### config.mk
export PLATFORM = sky130hd
export DESIGN_NAME = posit_to_float_pipe_flat
export DESIGN_NICKNAME = d
export VERILOG_FILES = /design/src/rtl/posit_to_float_pipe_if.sv /design/src/rtl/posit_to_float_pipe.sv /design/src/flat_wrapper.sv
export SDC_FILE = /design/constraint.sdc
export NUM_CORES = 1
export LEC_CHECK = 0
export CAP_MARGIN = 20
export CORE_UTILIZATION = 28
export DETAILED_ROUTE_END_ITERATION = 7
export GPL_TIMING_DRIVEN = 0
export HOLD_SLACK_MARGIN = 0.03
export MAX_ROUTING_LAYER = met4
export PLACE_DENSITY = 0.45
export SETUP_SLACK_MARGIN = 0.2
export SYNTH_ARGS = -nofsm -noshare
export SYNTH_HDL_FRONTEND = slang
export SYNTH_SLANG_ARGS = --single-unit
### constraint.sdc
create_clock -name clk_i -period 4.21 [get_ports clk_i]
set_input_delay 0.421 -clock clk_i [delete_from_list [all_inputs] [get_ports clk_i]]
set_output_delay 0.421 -clock clk_i [all_outputs]
set_load 0.005 [all_outputs]
### src/rtl/posit_to_float_pipe_if.sv
// Handshake bundle for the posit -> FP64 converter: posit input stream and
// FP64 result stream. master = producer/consumer side, slave = converter.
interface posit_to_float_pipe_if #(
    parameter int N        = 16,
    parameter int FP_WIDTH = 64
);
    logic                in_valid;
    logic                in_ready;
    logic [N-1:0]        operand;
    logic                out_valid;
    logic                out_ready;
    logic [FP_WIDTH-1:0] result;
    logic                nar;

    modport master (
        output in_valid, operand, out_ready,
        input  in_ready, out_valid, result, nar
    );

    modport slave (
        input  in_valid, operand, out_ready,
        output in_ready, out_valid, result, nar
    );
endinterface

### src/rtl/posit_to_float_pipe.sv
// Posit(n, es) -> IEEE-754 binary64 converter, valid/ready handshaked.
// Exact conversion (no rounding). Default build has one register stage (S1).
// Define PDPU_P2F_PIPE2_EN to add a decode register (S0) between the
// sign/abs/regime-count front end and exponent/mantissa assembly.
module posit_to_float_pipe #(
    parameter int n        = 16,
    parameter int es       = 1,
    parameter int FP_WIDTH = 64
) (
    input  logic                  clk_i,
    input  logic                  rst_ni,
    posit_to_float_pipe_if.slave  bus
);

    // front-end decode results
    logic               f_sign, f_zero, f_nar;
    logic signed [6:0]  f_k;
    logic [n-2:0]       f_rem;
    logic [n-1:0]       abs_v;
    logic [n-2:0]       body;
    logic               r0, run;
    logic [5:0]         m;

    // assembly inputs (either front end directly or the S0 register)
    logic               a_sign, a_zero, a_nar;
    logic signed [6:0]  a_k;
    logic [n-2:0]       a_rem;

    logic [63:0]        w, ws;
    logic [3:0]         e_val;
    logic signed [9:0]  scale;
    logic [10:0]        fp_exp;
    logic [FP_WIDTH-1:0] asm_result;
    logic               asm_nar;

    logic               s1_valid, s1_ready, s1_in_valid;
    logic [FP_WIDTH-1:0] s1_result;
    logic               s1_nar;

    // Sign/abs, regime run length and the bits left after the terminator.
    // Only NaR keeps its MSB set after negation, so it doubles as the NaR flag.
    always_comb begin
        f_sign = bus.operand[n-1];
        abs_v  = f_sign ? -bus.operand : bus.operand;
        body   = abs_v[n-2:0];
        r0     = body[n-2];
        m      = '0;
        run    = 1'b1;
        for (int i = n - 2; i >= 0; i--) begin
            if (run && (body[i] == r0)) m = m + 6'd1;
            else                        run = 1'b0;
        end
        f_k    = r0 ? ($signed({1'b0, m}) - 7'sd1) : -$signed({1'b0, m});
        f_rem  = body << (m + 6'd1);
        f_nar  = abs_v[n-1];
        f_zero = (abs_v == '0);
    end

`ifdef PDPU_P2F_PIPE2_EN
    logic               s0_valid, s0_sign, s0_zero, s0_nar;
    logic signed [6:0]  s0_k;
    logic [n-2:0]       s0_rem;

    assign bus.in_ready = ~s0_valid | s1_ready;
    assign s1_in_valid  = s0_valid;
    assign a_sign = s0_sign;
    assign a_zero = s0_zero;
    assign a_nar  = s0_nar;
    assign a_k    = s0_k;
    assign a_rem  = s0_rem;

    // S0 decode register: loads when empty or draining into S1
    always_ff @(posedge clk_i or negedge rst_ni) begin
        if (!rst_ni) begin
            s0_valid <= 1'b0;
            s0_sign  <= 1'b0;
            s0_zero  <= 1'b0;
            s0_nar   <= 1'b0;
            s0_k     <= '0;
            s0_rem   <= '0;
        end else if (bus.in_ready) begin
            s0_valid <= bus.in_valid;
            if (bus.in_valid) begin
                s0_sign <= f_sign;
                s0_zero <= f_zero;
                s0_nar  <= f_nar;
                s0_k    <= f_k;
                s0_rem  <= f_rem;
            end
        end
    end
`else
    assign bus.in_ready = s1_ready;
    assign s1_in_valid  = bus.in_valid;
    assign a_sign = f_sign;
    assign a_zero = f_zero;
    assign a_nar  = f_nar;
    assign a_k    = f_k;
    assign a_rem  = f_rem;
`endif

    // Exponent/mantissa assembly. The remainder is parked at the top of a
    // 64-bit word so missing exponent bits at the LSB end read as zero.
    always_comb begin
        w          = {a_rem, {(65-n){1'b0}}};
        e_val      = w[63:60] >> (4 - es);
        ws         = w << es;
        scale      = (10'(a_k) <<< es) + {6'd0, e_val};
        fp_exp     = 11'(scale) + 11'd1023;
        asm_result = {a_sign, fp_exp, ws[63:12]};
        asm_nar    = 1'b0;
        if (a_nar) begin
            asm_result = 64'h7FF8_0000_0000_0000;
            asm_nar    = 1'b1;
        end else if (a_zero) begin
            asm_result = '0;
        end
    end

    assign s1_ready      = ~s1_valid | bus.out_ready;
    assign bus.out_valid = s1_valid;
    assign bus.result    = s1_result;
    assign bus.nar       = s1_nar;

    // S1 output register: loads when empty or its result leaves this cycle
    always_ff @(posedge clk_i or negedge rst_ni) begin
        if (!rst_ni) begin
            s1_valid  <= 1'b0;
            s1_result <= '0;
            s1_nar    <= 1'b0;
        end else if (s1_ready) begin
            s1_valid <= s1_in_valid;
            if (s1_in_valid) begin
                s1_result <= asm_result;
                s1_nar    <= asm_nar;
            end
        end
    end

endmodule

### src/flat_wrapper.sv
// flat-port wrapper written by rule: the top's interface ports become plain ports
module posit_to_float_pipe_flat 
#(
    parameter int n        = 16,
    parameter int es       = 1,
    parameter int FP_WIDTH = 64
)
  (clk_i, rst_ni, bus_in_valid, bus_operand, bus_out_ready, bus_in_ready, bus_out_valid, bus_result, bus_nar);
  posit_to_float_pipe_if #(.N((16)), .FP_WIDTH(FP_WIDTH)) bus_i ();
  input  logic clk_i;
  input  logic rst_ni;
  input wire logic [$bits(bus_i.in_valid)-1:0] bus_in_valid;
  input wire logic [$bits(bus_i.operand)-1:0] bus_operand;
  input wire logic [$bits(bus_i.out_ready)-1:0] bus_out_ready;
  output wire logic [$bits(bus_i.in_ready)-1:0] bus_in_ready;
  output wire logic [$bits(bus_i.out_valid)-1:0] bus_out_valid;
  output wire logic [$bits(bus_i.result)-1:0] bus_result;
  output wire logic [$bits(bus_i.nar)-1:0] bus_nar;
  assign bus_i.in_valid = bus_in_valid;
  assign bus_i.operand = bus_operand;
  assign bus_i.out_ready = bus_out_ready;
  assign bus_in_ready = bus_i.in_ready;
  assign bus_out_valid = bus_i.out_valid;
  assign bus_result = bus_i.result;
  assign bus_nar = bus_i.nar;
  posit_to_float_pipe #(.n(n), .es(es), .FP_WIDTH(FP_WIDTH)) u_core (.clk_i(clk_i), .rst_ni(rst_ni), .bus(bus_i));
endmodule
# Word level (Yosys, flattened, before mapping)
# Cells that the tools add are included.
# Widths: inputs -> output; s select.
[word_totals] regBits=66 elab_cells=86 inputBits=20 out_inout_bits=67
[classes] n_addsub=19 bitwise=2 eq_ne=14 n_reduce_logical=15 shift=1 n_mux=32
[op_table] op="$mux 64" count=2
[op_table] op="$add 6x1->6 const B" count=14
[op_table] op="$mux 6" count=13
[op_table] op="$logic_not 16->1" count=1
[op_table] op="$mux 16" count=1
[op_table] op="$neg 16->16" count=1
[op_table] op="$shl 15x6->15" count=1
[op_table] op="$eq 1x1->1" count=14
[op_table] op="$mux 1" count=14
[op_table] op="$logic_and 1x1->1" count=13
[op_table] op="$add 11x10->11 const B" count=1
[op_table] op="$add 8x2->9" count=1
[op_table] op="$mux 7" count=1
[op_table] op="$neg 6->7" count=1
[op_table] op="$sub 6x1->7 const B" count=1
[op_table] op="$mux 2" count=1
[op_table] op="$reduce_and 2->1" count=1
[op_table] op="$not 1->1" count=1
[op_table] op="$or 1x1->1" count=1

# Depth between registers and ports, before layout
# Gate-level depths: netlist of the first run.
[logic_depth] ltp_word=36 mapped_depth=60 mapped_depth_nobuf=55

# Least setup slack after synthesis of the first run
# Ideal clock, no wire load.
[synth_timing] path_type="input -> register" from="input bus_operand[0]" to="register u_core.s1_result[58], in the netlist u_core.bus.result[58]" arrival_time_ns=11.318 n_path_buf=5 t_required_ns=4.084 cell_stages=59 path_slack_ns=-7.234 setup_time_ns=0.126 path_cell_list="clkbuf_1 -> inv_1 -> ha_1 -> or4b_4 -> o41ai_4 -> xor2_1 -> buf_2 -> buf_4 -> buf_1 -> o22ai_1 -> ha_1 -> a21o_1 -> ha_1 -> o21ai_0 -> mux2i_1 -> or2_1 -> nor2_1 -> nor2_1 -> [... 23 more ...] -> ha_1 -> mux2_2 -> nor2_1 -> a21oi_1 -> ha_1 -> xnor3_1 -> buf_2 -> mux2i_1 -> mux2i_1 -> nand3_1 -> a211oi_1 -> nor2_1 -> or2_1 -> ha_1 -> nand2_1 -> or3_1 -> xnor2_1 -> a221o_1"
[synth_between] elab_chain_cells=36 word_cells_on_any_way=79 cone_classes="19 x add/sub; 14 x eq/ne; 1 x shift; 31 x mux; 14 x reduce/logical"
[synth_lines] item="start, declared" line="flat_wrapper.sv:13" source="input wire logic [$bits(bus_i.operand)-1:0] bus_operand;"
[synth_lines] item="$neg 16->16" line="posit_to_float_pipe.sv:44" source="abs_v = f_sign ? -bus.operand : bus.operand;"
[synth_lines] item="$mux 16 *" line="posit_to_float_pipe.sv:44"
[synth_lines] item="$eq 1x1->1" line="posit_to_float_pipe.sv:50" source="if (run && (body[i] == r0)) m = m + 6'd1;"
[synth_lines] item="$mux 2 or $mux 1 (tied branches)" line="posit_to_float_pipe.sv:50"
[synth_lines] item="$add 6x1->6 or $logic_and 1x1->1 (tied branches)" line="posit_to_float_pipe.sv:50"
[synth_lines] item="$mux 6 or $mux 1 (tied branches)" line="posit_to_float_pipe.sv:50"
[synth_lines] item="$add 6x1->6 or $logic_and 1x1->1 (tied branches)" line="posit_to_float_pipe.sv:50"
[synth_lines] item="$mux 6 or $mux 1 (tied branches)" line="posit_to_float_pipe.sv:50"
[synth_lines] item="[... 20 more ...]"
[synth_lines] item="$add 6x1->6 or $logic_and 1x1->1 (tied branches)" line="posit_to_float_pipe.sv:50"
[synth_lines] item="$mux 6" line="posit_to_float_pipe.sv:50"
[synth_lines] item="$add 6x1->6, or another cell as far along" line="posit_to_float_pipe.sv:54" source="f_rem = body << (m + 6'd1);"
[synth_lines] item="$shl 15x6->15 or $mux 7 (tied branches)" line="posit_to_float_pipe.sv:54, posit_to_float_pipe.sv:53"
[synth_lines] item="$add 8x2->9" line="posit_to_float_pipe.sv:108" source="scale = (10'(a_k) <<< es) + {6'd0, e_val};"
[synth_lines] item="$add 11x10->11" line="posit_to_float_pipe.sv:109" source="fp_exp = 11'(scale) + 11'd1023;"
[synth_lines] item="$mux 64" line="posit_to_float_pipe.sv:115" source="end else if (a_zero) begin"
[synth_lines] item="$mux 64 *" line="posit_to_float_pipe.sv:112" source="if (a_nar) begin"
[synth_lines] item="end signal, assigned" line="posit_to_float_pipe.sv:134" source="s1_result <= asm_result;"
[synth_lines] item="end, declared" line="posit_to_float_pipe.sv:37" source="logic [FP_WIDTH-1:0] s1_result;"
# Every way passes the cells marked *; elsewhere a longest branch is shown, timed or not.
# A chain may end at the register's enable or synchronous reset.

# Worst setup path after layout of the first run
# Same ends and word-level chain as after synthesis.

==> results of run 1 <==
cell families (layout without fill, tap and decap cells):
kind of cell	count (synthesis)	in the layout
other cells	1	38
xor+xnor	54	54
flops	28	28
compound gates	154	154
buf+inv	83	201
mux	40	40
fa+ha+maj	14	14
simple gates	201	201
critical path: cells and delay by family:
| kind | cells | cell delay, ns |
|---|---|---|
| multiplexers | 8 | 1.64 |
| XOR/XNOR | 3 | 0.62 |
| AO/OA/AOI/OAI | 13 | 1.84 |
| adder cells (fa/ha/maj) | 13 | 3.12 |
| AND/OR/NAND/NOR | 14 | 2.08 |
| buffers and inverters | 9 | 0.87 |
timing repair:
item,in CTS,in global routing
endpoints found under the hold margin,0,0
buffers inserted,46,21
pin swaps,33,44
endpoints found under the setup margin,25,25
gates resized for setup,67,48
final cells by class:
class	instances	area, sq um
fillers	1600	8850
multi-input cells	501	3880
repair buffers	114	995
flip-flops and latches	28	701
plain buffers	66	500
well taps	211	264
inverters	17	81.3
clock buffers	3	75.1
clock inverters	1	30.0
power breakdown:
part | internal (mW) | switching (mW) | total (mW)
combinational | 0.810 | 0.743 | 1.55
clock | 0.189 | 0.0932 | 0.283
sequential | 0.361 | 0.0496 | 0.410
cells in the mapped netlist, types with 3 or more instances:
| cell | instances | area (sq um) |
|---|---|---|
| a211oi_1 | 5 | 37.5 |
| a21o_1 | 9 | 67.6 |
| a21oi_1 | 30 | 150 |
| a221o_1 | 4 | 40.0 |
| a22oi_1 | 3 | 22.5 |
| a31oi_1 | 5 | 31.3 |
| and2_1 | 9 | 56.3 |
| and3_1 | 4 | 25.0 |
| and4_1 | 5 | 43.8 |
| buf_2 | 6 | 30.0 |
| buf_4 | 39 | 293 |
| clkbuf_1 | 19 | 71.3 |
| dfrtp_1 | 28 | 701 |
| ha_1 | 14 | 175 |
| inv_1 | 17 | 63.8 |
| mux2_2 | 9 | 101 |
| mux2i_1 | 28 | 280 |
| nand2_1 | 52 | 195 |
| nand2b_1 | 4 | 25.0 |
| nand3_1 | 21 | 105 |
| nand4_1 | 6 | 37.5 |
| nor2_1 | 38 | 143 |
| nor2b_1 | 5 | 31.3 |
| nor3_1 | 14 | 70.1 |
| nor4_1 | 9 | 56.3 |
| nor4b_1 | 5 | 43.8 |
| o2111ai_1 | 4 | 35.0 |
| o211ai_1 | 7 | 52.6 |
| o21ai_0 | 42 | 210 |
| o21ai_1 | 5 | 25.0 |
| o22ai_1 | 3 | 18.8 |
| o31ai_1 | 6 | 45.0 |
| or2_1 | 3 | 18.8 |
| or2_2 | 5 | 31.3 |
| or3_1 | 9 | 56.3 |
| xnor2_1 | 35 | 307 |
| xor2_1 | 14 | 123 |
metal layers:
layer,vias up,track usage
met3,20,0.0137
met5,-,-
li1,2343,-
met4,0,0.0401
met2,109,0.307
met1,2248,0.230
per-stage QoR:
step	setup TNS [ns]	setup slack, ns	area (sq um)	cells
finish	-142.17	-6.26	6520	941
global route	-156.29	-6.74	6520	941
CTS	-145.66	-6.25	6200	919
detailed placement	-180.49	-7.82	5540	869
global placement	-177.82	-7.73	5510	867
floorplan	-134.24	-6.05	4810	612
registers in the layout, summed over array words and instances (netlist names):
name,count
u_core.bus.nar,1
u_core.bus.out_valid,1
u_core.bus.result,26
worst max path at each step:
stage,to,depth (start not counted),slack [ns]
after floorplan,u_core.bus.result[58]$_DFFE_PN0P_,58,-6.05
after global placement,u_core.bus.result[58]$_DFFE_PN0P_,58,-7.73
after detailed placement,u_core.bus.result[58]$_DFFE_PN0P_,58,-7.82
after CTS,u_core.bus.result[58]$_DFFE_PN0P_,60,-6.25
after global routing,u_core.bus.result[58]$_DFFE_PN0P_,60,-6.74
final,u_core.bus.result[58]$_DFFE_PN0P_,60,-6.26
==> impl_metrics.ini, run 1 <==
[power]
peakVddDrop_mv = 0.196
leakage_nw = 2.84
p_per_area_nw_per_um2 = 344
p_total_mw = 2.25

[clocking]
cts_tree = done
cts_max_path_buffers = 2
cts_buffers = 3
clock_latency_ns = 0.26
htreeDepth = 1
postCtsHoldBufs = 0
root_buffer = clkbuf_16
clkTransAtPathRegs_ns = 0.07
cts_sinks = 28

[synth]
post_synth_and_or_nand_nor_area_fraction = 0.238
seq_area_frac_synth = 0.157
synth_area_per_cell_sq_um = 7.77
synth_edf_count = 0
synth_ff_type = dfrtp_1
synth_top_family_by_area = compound AO/OA/AOI/OAI gates
async_flop_share = 1.00
synth_adder_area_share = 0.0392
synth_compound_area_frac = 0.244
synthMuxAreaShare = 0.0980
synth-xor-area-share = 0.119
synthCells = 575
ys_seq_elements = 28
synth.distinct_cells = 78
yosysWarnings = 0
syn_area_sq_um = 4470

[detailed_routing]
routed-wl-met3_microns = 460
met1_length_microns = 6640
routed_wl_microns = 14300
drt_iter0_drc = 164
wl_met2_microns = 6990
routedWlPerCell_microns = 15.2
first_pass_iters = 4
post-route-drc-count = 0
num_vias = 4720
top_layer_used = met4
ant_nets = 0
vias_per_cell = 5.02

[layout]
area_growth_pct = 45.9
final_cell_mix = buf_4, nand2_1, conb_1, clkdlybuf4s50_1, nor2_1
fin_nets = 765
final_util = 0.424
drive_gt1_frac = 0.315
n_antenna_cell = 0
layout_commonest_cell = buf_4

[global_route]
grt_pass1_wl_microns = 23100
overflow = 0
grt_pass1_vias = 4578
antenna_found_initial = 0
grt_max_degree = 17
track_usage = 0.180

[critical_path]
cp.arrival_ns = 10.63
critical_path_class = in2reg
worst-path-max-fanout = 4
r2r_cells = 6
endpoint_kind = flop
crit_start = bus_operand[0]
ff2ff_setup_slack_ns = 2.30
r2r-end = u_core.bus.result[51]$_DFFE_PN0P_
slowest_stage = or4b_4
rr_startpoint = u_core.bus.out_valid$_DFFE_PN0N_
cp_data_required_time_ns = 4.36
worst_setup_path_start_kind = input port
max_stage_delay_ns = 0.51
path_common_cell = ha_4

[timing]
finalHoldViolations = 0
worstMarginPinSlew_ns = 0.774
relSlewSlack = 0.482
period_minus_slack_ns = 10.47
hold_ws_ns = 0.479
final_max_slew_viol_count = 0
fin_skew_ns = 0.00431
fin_crit_sh = 2.49
fmax_ghz = 0.0955
setup_viol = 25
rsz0062_at_grt = yes
worst_slack_ns = -6.26

[floorplan]
num_rows = 45
fp.dieH_microns = 128
fp.dieW_microns = 128
io_pins = 87
core_sq_um = 15400
fp.dieArea_sq_um = 16500
initial_core_util = 0.291

[hold_path]
min_path_type = reg2reg
min_path_cells = 2
hp-start = u_core.bus.result[47]$_DFFE_PN0P_
hold-path-endpoint = u_core.bus.result[47]$_DFFE_PN0P_

[place]
io_buffers = 44
hpwl_microns = 11100
gp_congestion = 0.846

[run]
drv_cap = 0

[run_status]
outcome = complete, but fails checks
violations = negative setup slack
Note: power is estimated with default switching activity, not from simulation.
==> run 2, diff against run 1 <==
ABC_CLOCK_PERIOD_IN_PS = 4210   (was default)
CORE_MARGIN = 5   (was default)
SETUP_SLACK_MARGIN = 0.05   (was 0.2)
==> impl_metrics.ini, run 2 (synthesis gave the netlist of run 1 again) <==
[run_status]
outcome = complete, but fails checks
violations = negative setup slack

[clocking]
cts_tree = done
clock_latency_ns = 0.26
postCtsHoldBufs = 0
root_buffer = clkbuf_16
clkTransAtPathRegs_ns = 0.08
cts_buffers = 3
htreeDepth = 1
cts_max_path_buffers = 2
cts_sinks = 28

[timing]
worst_slack_ns = -6.21
worstMarginPinSlew_ns = 1.17
tns_ns = -140.78
hold_ws_ns = 0.483
final_max_slew_viol_count = 0
period_minus_slack_ns = 10.42
finalHoldViolations = 0
relSlewSlack = 0.216
fin_crit_sh = 2.48
setup_viol = 25
fmax_ghz = 0.0960
fin_skew_ns = 0.00836
rsz0062_at_grt = yes

[floorplan]
initial_core_util = 0.283
core_sq_um = 15800
num_rows = 46
io_pins = 87
fp.dieW_microns = 136
fp.dieH_microns = 136
fp.dieArea_sq_um = 18600

[critical_path]
max_stage_delay_ns = 0.51
crit_buf_inv = 14
endpoint_kind = flop
cp.arrival_ns = 10.57
path_depth = 63
worst-path-max-fanout = 4
path_common_cell = ha_4
worst_setup_path_start_kind = input port
r2r_cells = 6
cp_data_required_time_ns = 4.35
slowest_stage = or4b_4
critical_path_class = in2reg
crit_family = adder cells

[global_route]
grt_pass1_wl_microns = 23300
grt_max_degree = 17
grt_pass1_vias = 4554
antenna_found_initial = 0
track_usage = 0.158
overflow = 0

[layout]
fin_nets = 771
layout_commonest_cell = buf_4
final_cell_mix = buf_4, nand2_1, conb_1, nor2_1, clkdlybuf4s50_1
fillers = 1614
largest_reg_flops = 26
area_growth_pct = 50.5
drive_gt1_frac = 0.341
final_util = 0.427
n_antenna_cell = 0

[hold_path]
min_path_cells = 1
min_path_type = reg2reg

[detailed_routing]
ant_nets = 0
post-route-drc-count = 0
vias_per_cell = 4.95
routed_wl_microns = 14800
routedWlPerCell_microns = 15.6
drt_iter0_drc = 200
num_vias = 4714
first_pass_iters = 4

[power]
p_total_mw = 2.31
p_per_area_nw_per_um2 = 343
p_seq_frac = 0.177
p_int_mw = 1.39
peakVddDrop_mv = 0.252
p_sw_uw = 919
leakage_nw = 2.90
combPwrFrac = 0.700
p_sw_frac = 0.398
power_frac_clock = 0.123

[place]
hpwl_microns = 11500
io_buffers = 44
gp_congestion = 0.870

[run]
drv_cap = 0
-- run 2: cell type report --
class	count	area, sq um	area share
plain buffers	65	507	0.0753
multi-input cells	501	3990	0.593
inverters	17	85.1	0.0126
clock buffers	3	75.1	0.0112
flip-flops and latches	28	701	0.104
repair buffers	121	1070	0.159
clock inverters	1	30.0	0.00446
well taps	216	270	0.0402
-- run 2: metrics by stage --
step | instances | setup WS, ns | area, sq um
final | 952 | -6.21 | 6730
after global routing | 952 | -6.63 | 6730
after detailed placement | 873 | -7.81 | 5550
after CTS | 927 | -6.36 | 6370
after floorplan | 612 | -6.05 | 4810
after global placement | 872 | -7.72 | 5520
-- run 2: final timing paths --
kind | startpoint | end | slack, ns
worst max-delay path | bus_operand[0] | u_core.bus.result[58]$_DFFE_PN0P_ | -6.21
worst min register to register | u_core.bus.nar$_DFFE_PN0P_ | u_core.bus.nar$_DFFE_PN0P_ | 0.48
worst max register to register | u_core.bus.out_valid$_DFFE_PN0N_ | u_core.bus.result[39]$_DFFE_PN0P_ | 2.14
min in group asynchronous | rst_ni | u_core.bus.out_valid$_DFFE_PN0N_ | 0.57
max in group asynchronous | rst_ni | u_core.bus.result[44]$_DFFE_PN0P_ | 3.13
worst min-delay path | u_core.bus.nar$_DFFE_PN0P_ | u_core.bus.nar$_DFFE_PN0P_ | 0.48
-- run 2: what timing repair did --
item,in CTS,in global routing
resized for setup,101,44
setup endpoints to repair,25,25
buffers inserted,51,25
hold endpoints to repair,0,0
gates cloned,0,0
pin swaps,48,41
-- run 2: power groups by stage --
stage / registers (mW) / clock network (mW) / logic, mW
5_1_grt: 0.421 / 0.298 / 1.75
2_1_floorplan: 0.420 / 0 / 0.826
4_1_cts: 0.410 / 0.287 / 1.51
6_report: 0.409 / 0.284 / 1.62
3_3_place_gp: 0.414 / 0 / 1.25
3_5_place_dp: 0.414 / 0 / 1.26
-- run 2: metal layers --
| layer | up-vias | track usage | wire, microns |
|---|---|---|---|
| li1 | 2357 | - | - |
| met1 | 2235 | 0.205 | 6710 |
| met2 | 106 | 0.275 | 7380 |
| met3 | 16 | 0.0122 | 517 |
| met4 | 0 | 0.0218 | 206 |
| met5 | - | - | 0 |
==> run 3, diff against run 2 <==
==> constraint.sdc (replaced) <==
create_clock -name clk_i -period 4.21 [get_ports clk_i]
set_input_delay 0.842 -clock clk_i [delete_from_list [all_inputs] [get_ports clk_i]]
set_output_delay 0.842 -clock clk_i [all_outputs]
set_load 0.005 [all_outputs]
==> results of run 3 <==
Same layout as run 2 (identical final DEF). Status: complete, but fails checks: negative setup slack.
Among the figures that moved: setup slack after placement -7.81 ns -> -8.23 ns; setup slack after layout -6.21 ns -> -6.63 ns; setup TNS -140.78 ns -> -151.31 ns
==> patch (config.mk and constraints of run 1) <==
The option `PDPU_P2F_PIPE2_EN` is turned on by a define.
--- a/src/rtl/posit_to_float_pipe.sv
+++ b/src/rtl/posit_to_float_pipe.sv
@@ -2,6 +2,8 @@
 // Exact conversion (no rounding). Default build has one register stage (S1).
 // Define PDPU_P2F_PIPE2_EN to add a decode register (S0) between the
 // sign/abs/regime-count front end and exponent/mantissa assembly.
+`define PDPU_P2F_PIPE2_EN
+
 module posit_to_float_pipe #(
     parameter int n        = 16,
     parameter int es       = 1,
Formal check against the unedited RTL: not equivalent (a bounded check fails within 4 cycles, from zero or initial values and one cycle with rst_ni low).
==> patch against run 1 <==
- the run still ends with setup timing left
- power grew 27%
- utilization fell by 2.4 points
- synthesized area increased by 39%
- clock skew decreased by 0.0018 ns
- via count rose by 34%
- synthesized cell count up 42%
- cell area increased by 34%
- combinational power up 8%
- clock power rose by 39%
- sequential cell count grew 26
- setup slack improved by 0.56 ns
- routed wire length rose by 39%
==> patch: results (changes against run 1) <==
| Metric | Value |
|---|---|
| Clock Skews | `0.00250 ns (-0.00181 ns)` |
| Library cells used by synthesis | `93 (+19%)` |
| Lkg Pwr | `3.63 nW (+28%)` |
| Met3 wire length | `540 µm (+17%)` |
| Post-Layout Cell Count | `1257 (+34%)` |
| Crit. Startpoint | `bus_operand[11]` |
| First-pass GRT wire length | `32300 µm (+40%)` |
| Post-synthesis sequential area ratio | `21.7% (+6.1 points)` |
| Largest net degree at the start of global routing | `35 (+18)` |
| R2r setup slk | `2.18 ns (-0.12 ns)` |
| Clk Latency, worst-skew pair | `0.29 ns (+0.03 ns)` |
| Worst hold path class | `primary input to asynchronous set/reset pin` |
| Final setup fails | `21 (-16%)` |
| Vias in the first global route | `6198 (+35%)` |
| Iter 0 DRT Violations | `261 (+59%)` |
| Met2 Use GR | `31.5% (+0.79 points)` |
| CP Capture Point | `u_core.a_rem[14]` |
| Critical path's largest stage delay | `0.58 ns (+0.07 ns)` |
| Post-CTS setup buffers | `63 (+37%)` |
| Worst path slowest cell | `or4_4` |
| Failing checks | `setup timing` |
| Layout cells sized above 1 | `29.8% (-1.7 points)` |
| Final worst-path setup slack | `-5.70 ns (+0.564 ns)` |
| Met2 routed WL | `9880 µm (+41%)` |
| Met3 Use GR | `1.33% (-0.047 points)` |
| Layout net count | `1011 (+32%)` |
| Gpl congestion | `0.823 (-2.7%)` |
| Status | `complete, but fails checks` |
| CP Data Arrival Time | `10.12 ns (-0.51 ns)` |
| Fillers | `2291 (+43%)` |
-- patch: worst min path at each step --
stage                               start  slack [ns]                    end
floorplan                          rst_ni        0.13          u_core.a_k[0]
global placement    u_core.bus.result[54]        0.47  u_core.bus.result[54]
detailed placement                 rst_ni        0.42  u_core.bus.result[42]
CTS                                rst_ni        0.10  u_core.bus.result[42]
global route                       rst_ni        0.14  u_core.bus.result[39]
finish                             rst_ni         0.1  u_core.bus.result[42]
-- patch: area by class of cell --
| type | instances | area share [%] |
|---|---|---|
| buffer | 81 | 6.49 |
| inverter | 22 | 1.03 |
| multi-input combinational | 696 | 59.4 |
| timing repair buffer | 117 | 12.0 |
| clock buffer | 7 | 1.52 |
| tap | 280 | 4.01 |
| sequential | 54 | 15.5 |
-- patch: critical path, delay by kind of cell --
family                     cells  cell delay, ns
adders and majority gates     10            2.68
AOI/OAI and AO/OA             10            2.10
and+or+nand+nor               10            1.72
xor gates and xnor gates       5            1.03
buffers and inverters          6            0.62
muxes                          6            1.52
-- patch: kinds of logic (layout without fill, tap and decap cells) --
logic type | count (synthesis) | in the layout | synth area share, %
AO/OA/AOI/OAI | 195 | 196 | 21.3
XOR/XNOR | 57 | 57 | 8.85
adder cells (fa/ha/maj) | 15 | 15 | 2.98
buffers and inverters | 103 | 227 | 9.05
flip-flops | 54 | 54 | 21.7
multiplexers | 51 | 51 | 8.71
other | 1 | 38 | 0.0603
AND/OR/NAND/NOR | 339 | 339 | 27.3
-- patch: power breakdown --
group | switching (mW) | internal, mW | total, mW | leakage, nW
combinational | 0.804 | 0.862 | 1.67 | 2.89
sequential | 0.104 | 0.684 | 0.788 | 0.676
clock | 0.174 | 0.218 | 0.392 | 0.0640
